[config.mk]
export PLATFORM = sky130hd
export DESIGN_NAME = alu_sequencer
export DESIGN_NICKNAME = d
export VERILOG_FILES = /design/src/rtl/alu_sequencer.sv
export SDC_FILE = /design/constraint.sdc
export NUM_CORES = 1
export LEC_CHECK = 0
export ABC_AREA = 1
export CAP_MARGIN = 20
export CELL_PAD_IN_SITES_DETAIL_PLACEMENT = 2
export CELL_PAD_IN_SITES_GLOBAL_PLACEMENT = 2
export CORE_MARGIN = 4
export CORE_UTILIZATION = 30
export CTS_CLUSTER_SIZE = 16
export DETAILED_ROUTE_END_ITERATION = 8
export GPL_ROUTABILITY_DRIVEN = 0
export PLACE_DENSITY_LB_ADDON = 0.1
export RECOVER_POWER = 50
export SLEW_MARGIN = 20
export SYNTH_ARGS = -nofsm -noshare
export SYNTH_HDL_FRONTEND = slang
export SYNTH_SLANG_ARGS = --single-unit
[constraint.sdc]
create_clock -name clk_i -period 4.6 [get_ports clk_i]
set_input_delay 0.92 -clock clk_i [delete_from_list [all_inputs] [get_ports clk_i]]
set_output_delay 0.92 -clock clk_i [all_outputs]
set_load 0.005 [all_outputs]
[src/rtl/alu_sequencer.sv]
// Multi-cycle FETCH/DECODE/EXEC/MEM/WB control sequencer for the lab ALU datapath.
// Owns the PC, resolves beq/bsq from ALU flags, stalls in MEM until MEM_READY.
module alu_sequencer #(
   parameter int PC_W    = 8,
   parameter int ALU_LAT = 1
) (
   input  logic            clk_i,
   input  logic            reset_n_i,
   input  logic            start_i,
   input  logic [15:0]     instr_i,
   input  logic            zero_i,
   input  logic            equal_i,
   input  logic            mem_ready_i,
   output logic [PC_W-1:0] pc_o,
   output logic [3:0]      alu_op_o,
   output logic [3:0]      rf_ra_o,
   output logic [3:0]      rf_rb_o,
   output logic [3:0]      rf_wa_o,
   output logic            rf_we_o,
   output logic            rf_wsel_o,
   output logic            mem_we_o,
   output logic            mem_re_o,
   output logic            busy_o,
   output logic            halted_o
);

   typedef enum logic [2:0] {
      S_IDLE, S_FETCH, S_DECODE, S_EXEC, S_MEM, S_WB, S_HALTED
   } state_t;

   localparam logic [1:0] EXEC_LAST = 2'(ALU_LAT - 1);

   state_t          state_q;
   logic [PC_W-1:0] pc_q;
   logic [15:0]     ir_q;
   logic [1:0]      exec_cnt_q;
   logic [3:0]      alu_op_q;
   logic [3:0]      rf_wa_q;
   logic            rf_we_q;
   logic            rf_wsel_q;
   logic            mem_we_q;
   logic            mem_re_q;
   logic            busy_q;
   logic            halted_q;

   logic [3:0]      dec_op;
   logic [3:0]      ir_op;
   logic [PC_W-1:0] pc_inc_d;
   logic [PC_W-1:0] pc_br_d;
   logic            take_d;
   logic            ir_is_alu;

   assign dec_op    = instr_i[15:12];
   assign ir_op     = ir_q[15:12];
   assign pc_inc_d  = pc_q + PC_W'(1);
   // imm4 is signed; PC_W must be wider than 4 for the sign extension.
   assign pc_br_d   = pc_inc_d + {{(PC_W-4){ir_q[3]}}, ir_q[3:0]};
   assign take_d    = ((ir_op == 4'd5) && equal_i) || ((ir_op == 4'd10) && zero_i);
   assign ir_is_alu = (ir_op == 4'd2) || (ir_op == 4'd3) || (ir_op == 4'd4) ||
                      (ir_op == 4'd8) || (ir_op == 4'd9);

   always_ff @(posedge clk_i) begin
      if (!reset_n_i) begin
         state_q    <= S_IDLE;
         pc_q       <= '0;
         ir_q       <= '0;
         exec_cnt_q <= '0;
         alu_op_q   <= '0;
         rf_wa_q    <= '0;
         rf_we_q    <= 1'b0;
         rf_wsel_q  <= 1'b0;
         mem_we_q   <= 1'b0;
         mem_re_q   <= 1'b0;
         busy_q     <= 1'b0;
         halted_q   <= 1'b0;
      end else begin
         rf_we_q <= 1'b0;
         case (state_q)
            S_IDLE, S_HALTED: begin
               if (start_i) begin
                  state_q  <= S_FETCH;
                  pc_q     <= '0;
                  busy_q   <= 1'b1;
                  halted_q <= 1'b0;
               end
            end
            S_FETCH: state_q <= S_DECODE;
            S_DECODE: begin
               // Read addresses come straight out of IR, so they hold until the next DECODE.
               ir_q <= instr_i;
               if (dec_op == 4'd1) begin
                  state_q  <= S_HALTED;
                  busy_q   <= 1'b0;
                  halted_q <= 1'b1;
               end else if ((dec_op == 4'd0) || (dec_op >= 4'd11)) begin
                  state_q <= S_FETCH;
                  pc_q    <= pc_inc_d;
               end else begin
                  state_q    <= S_EXEC;
                  alu_op_q   <= dec_op;
                  exec_cnt_q <= '0;
               end
            end
            S_EXEC: begin
               if (exec_cnt_q != EXEC_LAST) begin
                  exec_cnt_q <= exec_cnt_q + 2'd1;
               end else if ((ir_op == 4'd6) || (ir_op == 4'd7)) begin
                  state_q  <= S_MEM;
                  mem_we_q <= (ir_op == 4'd6);
                  mem_re_q <= (ir_op == 4'd7);
               end else if (ir_is_alu) begin
                  state_q   <= S_WB;
                  rf_we_q   <= 1'b1;
                  rf_wa_q   <= ir_q[11:8];
                  rf_wsel_q <= 1'b0;
               end else begin
                  state_q  <= S_FETCH;
                  alu_op_q <= '0;
                  pc_q     <= take_d ? pc_br_d : pc_inc_d;
               end
            end
            S_MEM: begin
               if (mem_ready_i) begin
                  mem_we_q <= 1'b0;
                  mem_re_q <= 1'b0;
                  if (ir_op == 4'd7) begin
                     state_q   <= S_WB;
                     rf_we_q   <= 1'b1;
                     rf_wa_q   <= ir_q[11:8];
                     rf_wsel_q <= 1'b1;
                  end else begin
                     state_q  <= S_FETCH;
                     alu_op_q <= '0;
                     pc_q     <= pc_inc_d;
                  end
               end
            end
            S_WB: begin
               state_q  <= S_FETCH;
               alu_op_q <= '0;
               pc_q     <= pc_inc_d;
            end
            default: state_q <= S_IDLE;
         endcase
      end
   end

   assign pc_o      = pc_q;
   assign alu_op_o  = alu_op_q;
   assign rf_ra_o   = ir_q[7:4];
   assign rf_rb_o   = ir_q[3:0];
   assign rf_wa_o   = rf_wa_q;
   assign rf_we_o   = rf_we_q;
   assign rf_wsel_o = rf_wsel_q;
   assign mem_we_o  = mem_we_q;
   assign mem_re_o  = mem_re_q;
   assign busy_o    = busy_q;
   assign halted_o  = halted_q;

endmodule

Yosys cells after proc, flatten, opt, wreduce, memory -nomap -nowiden
Index checks and enable logic that the tools add are counted.
{ "word_totals": {"ff_bits": 43, "latch_bits": 0, "ramBits": 0, "romBits": 0, "inputBits": 22, "out_inout_bits": 30, "n_memories": 0} }
{ "classes": {"add_sub_neg": 3, "multipliers": 0, "n_div": 0, "magnitude_cmp": 1, "n_eq_ne": 30, "shifts": 0, "muxes": 62, "n_bitwise": 0, "n_reduce_logical": 25} }
{ "ops": {"columns": ["cell", "n"], "rows": [
  ["two-way mux 8 bit", 9],
  ["two-way mux 4 bit", 12],
  ["one-hot mux 8 bit (5 select lines)", 1],
  ["!= test 2 bit, second input constant", 14],
  ["two-way mux 3 bit", 7],
  ["two-way mux 1 bit", 19],
  ["one-hot mux 3 bit (6 select lines)", 1],
  ["== test 4 x 3 -> 1 bit, second input constant", 4],
  ["one-hot mux 4 bit (4 select lines)", 1],
  ["== test 4 bit, second input constant", 3],
  ["one-hot mux 1 bit (2 select lines)", 6],
  ["== test 3 bit, second input constant", 3],
  ["AND reduction 9 bit", 1],
  ["adder 8 x 1 -> 8 bit, second input constant", 1],
  ["adder 8 bit", 1],
  ["== test 4 x 2 -> 1 bit, second input constant", 2],
  ["two-way mux 2 bit", 4],
  ["one-hot mux 4 bit (2 select lines)", 1],
  ["AND reduction 4 bit", 2],
  ["AND reduction 8 bit", 1],
  ["nonzero test 2 bit", 4],
  ["logical OR 1 bit", 7],
  ["== test 3 x 2 -> 1 bit, second input constant", 2],
  ["AND reduction 3 bit", 2],
  ["12 further kinds", 13]
]} }

Logic depth before layout (Yosys ltp)
{ "depth": {"ltp_word": 9, "depth_mapped": 18} }

Least setup slack after synthesis
No wires, ideal clock.
{ "synth_timing": {"kind": "register to register", "startpoint": "reg pc_q[1] (netlist: pc_o[1])", "endpoint": "reg pc_q[7] (netlist: pc_o[7])", "setup_time_ps": 117, "arrival_time_ps": 1994, "path_slack_ps": 2489, "stages_incl_launch_ff": 18, "n_path_buf": 0, "period_less_slack_ps": 2111, "cell_sequence": "dfxtp_1 > ha_1 > nand2_1 > nor2_1 > inv_1 > o21ai_0 > inv_1 > ha_1 > nand2_1 > inv_1 > nand2_1 > nand2_1 > nor2_1 > inv_1 > nand2_1 > nand3_1 > nand2_1 > a21oi_1"} }
{ "synth_via": {"elab_chain_cells": 7, "elab_cells_between_ends": 11, "cone_classes": "add/sub (2); mux (9)"} }
{ "synth_rtl": {"columns": ["element", "line_no", "rtl"], "rows": [
  ["from (decl)", "34", "logic [PC_W-1:0] pc_q;"],
  ["from (signal assigned)", "97", "pc_q <= pc_inc_d;"],
  ["from (signal assigned)", "119", "pc_q <= take_d ? pc_br_d : pc_inc_d;"],
  ["from (signal assigned)", "134", "pc_q <= pc_inc_d;"],
  ["adder 8 x 1 -> 8 bit *", "55", "assign pc_inc_d = pc_q + PC_W'(1);"],
  ["adder 8 bit", "57", "assign pc_br_d = pc_inc_d + {{(PC_W-4){ir_q[3]}}, ir_q[3:0]};"],
  ["two-way mux 8 bit", "119", null],
  ["two-way mux 8 bit", "111", "end else if (ir_is_alu) begin"],
  ["two-way mux 8 bit", "107", "end else if ((ir_op == 4'd6) || (ir_op == 4'd7)) begin"],
  ["two-way mux 8 bit", "105", "if (exec_cnt_q != EXEC_LAST) begin"],
  ["one-hot mux 8 bit (5 select lines) *", "78", "case (state_q)"]
]} }
Every way passes the cells marked *; elsewhere a longest branch is shown, timed or not. The select of a mux whose other input is x is not followed.
A chain may end at the register's enable or synchronous reset.

Worst setup path in the final report
{ "layout_timing": {"startpoint": "reg state_q[1]", "endpoint": "reg alu_op_q[2] (netlist: alu_op_o[2])"} }
{ "layout_via": {"elab_chain_cells": 3, "elab_cells_between_ends": 14, "cone_classes": "eq/ne (11); mux (1); reduce/logical (2)"} }
{ "layout_rtl": {"columns": ["element", "line_no", "rtl"], "rows": [
  ["from (decl)", "33", "state_t state_q;"],
  ["from (signal assigned)", "64", "state_q <= S_IDLE;"],
  ["from (signal assigned)", "81", "state_q <= S_FETCH;"],
  ["from (signal assigned)", "87", "S_FETCH: state_q <= S_DECODE;"],
  ["== test 3 bit or == test 3 x 2 -> 1 bit (tied branches)", "78", null],
  ["nonzero test 4 bit (no source line) or != test 2 bit (tied branches)", null, null],
  ["AND reduction 8 bit (no source line)", null, null],
  ["to (signal assigned)", "100", "alu_op_q <= dec_op;"],
  ["to (decl)", "37", "logic [3:0] alu_op_q;"]
]} }
Several ways; a longest one is shown, not always the timed one.

==> results.ini <==
[status]
status = finished clean

[yosys]
synth_cell_type_count = 34
netlist_area_sq_um = 2660
ys_ff_latch = 43
synth_compound_area_frac = 0.146
yosysSeqAreaShare = 0.324
syn_avg_cell_area_sq_um = 6.52
postSynthCellCount = 407
synth_edf_count = 0
synth_mux_area_frac = 0
synth_top_family_by_area = simple AND/OR/NAND/NOR gates
async_reset_ff_frac = 0
ys.flop_type = dfxtp_1
synth-xor-area-share = 0.0198
synth_largest_area_cell = dfxtp_1
yosys.area_share.simple = 0.343
synth_warnings = 0
ys_top_cells_by_area = dfxtp_1 (32%), nand2_1 (15%), nor2_1 (7.4%)
netlist.area_leader.share = 0.324
ys_top_cells_by_count = nand2_1 (104), nor2_1 (52), inv_1 (44)
yosysMostFrequentCell = nand2_1
synth_nets = 441
synthAdderAreaFrac = 0.0594

[cts]
post_cts_resized = 0
clkTransAtPathRegs_ns = 0.08
clkLatencyLatePin_ns = 0.30
cts_setup_buffers = 0
htree_levels = 2
cts_tree = done
postCtsHoldBufs = 0
cts_made_buffers = 5
cts.root.buffer_cell = clkbuf_8
clock-sinks = 43
cts_buffer_depth = 2

[worst_setup_path]
crit_fanout = 27
path_class = register to register
worst_setup_path_start_kind = register
slowest_stage = nand2_1
worst-endpoint-arrival_ns = 3.46
worstPathCellList = inv_1 > nor2_1 > nand2_1 > nor2_1 > inv_1 > nand2_1 > nor2_2 > nand2_1 > nand2_1 > nand2_1 > nor2_1
crit_top_cell = nand2_1
cp.depth = 11
endpoint_kind = register
required_ns = 4.76
crit_family = simple AND/OR/NAND/NOR gates
max_stage_delay_ns = 0.83
r2r_cells = 11
worstPathBufferInverterCount = 2

[global_routing]
grt.total_usage = 0.174
grt_max_degree = 28
overflow = 0
grt_pass1_wl_mm = 14.3
grt_pass1_vias = 2848
antenna_found_initial = 0

[power_and_ir_drop]
p_sw_frac = 0.440
seqPwrFrac = 0.342
power_frac_comb = 0.507
p_per_area_nw_per_um2 = 487
internal_power_w = 0.000890
ir_worst_vdd_mv = 0.151
switchingPower_w = 0.000699
clockPowerShare = 0.151
leakagePower_nw = 1.47

[routing]
wl_mm = 8.67
vias_per_cell = 4.91
vias = 2734
antenna_left = 0
first_pass_iters = 4
drtIter0Drc = 49
wl_per_cell_microns = 15.6
drc = 0

[floorplan]
die_area_sq_um = 10400
ios = 52
die_h_microns = 102
coreArea_sq_um = 8680
die_width_microns = 102
start_util = 0.306
rows = 34

[final_layout]
final_nets = 482
final_area_sq_um = 3260
diodes = 0
fin_cells = 557
drive_above_1_share = 0.0445
final_core_util = 0.376
area_growth_pct = 22.9

[placed_design]
io_buffers = 51
placed_cells = 549
dp_hpwl_mm = 6.81
placed_area_sq_um = 3200

[timing]
hold_violations = 0
rsz0062_at_grt = no
fin_setup_tns_ns = 0
fin_crit_sh = 0.717
worstMarginPinSlew_ns = 1.01
relSlewSlack = 0.323
drv_slew = 0
fin_worst_skew_ns = 0.00853
holdWs_ns = 0.465
layout_min_cycle_time_ns = 3.30
setup_viol = 0
fmax_ghz = 0.303

[job]
max_cap_violations = 0

[min_path]
hold_depth = 2
hold_path.class = register to register

[layout make-up]
| cell class | instances | area, sq um |
|---|---|---|
| inverter | 47 | 176 |
| timing repair buffer | 52 | 518 |
| sequential | 43 | 861 |
| multi-input combinational | 299 | 1490 |
| clock buffer | 7 | 76.3 |
| tap | 108 | 135 |
| fill | 1096 | 5420 |
| clock inverter | 1 | 5.00 |
[per-stage QoR]
stage,setup slack (ns),total power (W)
after floorplan,2.49,0.00109
after global placement,1.89,0.00137
after detailed placement,1.76,0.00139
after CTS,1.90,0.00165
after global routing,0.882,0.00176
final,1.30,0.00159
[placed cells by master (no fill, tap or decap), drive strengths merged, types with 5 or more instances in the layout]
cell / Yosys / routed
nand2: 108 / 108
ha: 11 / 11
inv: 47 / 46
clkdlybuf4s50: 0 / 26
nor3: 5 / 5
nor2: 59 / 59
dlygate4sd3: 0 / 25
a21oi: 36 / 36
xor2: 6 / 6
clkbuf: 6 / 7
nand3: 32 / 32
dfxtp: 43 / 43
o21ai: 31 / 31
[path summary, 6_finish.rpt]
| kind | from | to | slack [ns] |
|---|---|---|---|
| setup / recovery | state_q[1] | alu_op_o[2] | 1.30 |
| hold / removal | ir_q[6] | ir_q[6] | 0.47 |
| setup reg to reg | state_q[1] | alu_op_o[2] | 1.30 |
| hold reg to reg | ir_q[6] | ir_q[6] | 0.47 |
[logic make-up (layout without fill, tap and decap cells)]
family / after synthesis / count (layout)
compound gates: 73 / 73
xor+xnor: 6 / 6
fa+ha+maj: 12 / 12
buf+inv: 65 / 107
flops: 43 / 43
simple gates: 208 / 208
[flip-flops by register name, indices dropped and copies added (netlist names)]
register,count
alu_op_o,4
mem_we_o,1
pc_o,8
rf_wsel_o,1
exec_cnt_q,2
rf_wa_o,4
rf_we_o,1
busy_o,1
mem_re_o,1
ir_q,16
state_q,3
halted_o,1
[routing by layer]
| metal | track usage | up-vias | part of all wire |
|---|---|---|---|
| met3 | 0.0287 | 5 | 0.022 |
| met5 | 0 | - | 0 |
| met4 | 0.0363 | 0 | 0.0089 |
| li1 | - | 1375 | - |
| met2 | 0.315 | 31 | 0.51 |
| met1 | 0.218 | 1323 | 0.46 |
[power by group through the flow]
stage	combinational [W]	sequential, W	clock (W)
finish	0.000806	0.000543	0.000240
global placement	0.000817	0.000549	0
CTS	0.000842	0.000547	0.000259
detailed placement	0.000838	0.000556	0
global route	0.000934	0.000557	0.000269
floorplan	0.000554	0.000537	0
[worst reg2reg max path, cell delays in order, from the launching register on]
cell     delay [ns]
dfxtp_1        0.51
inv_1          0.15
nor2_1         0.70
nand2_1        0.83
nor2_1         0.44
inv_1          0.11
nand2_1        0.10
nor2_2         0.10
nand2_1        0.08
nand2_1        0.05
nand2_1        0.06
nor2_1         0.04
(Power assumes the default switching activity.)
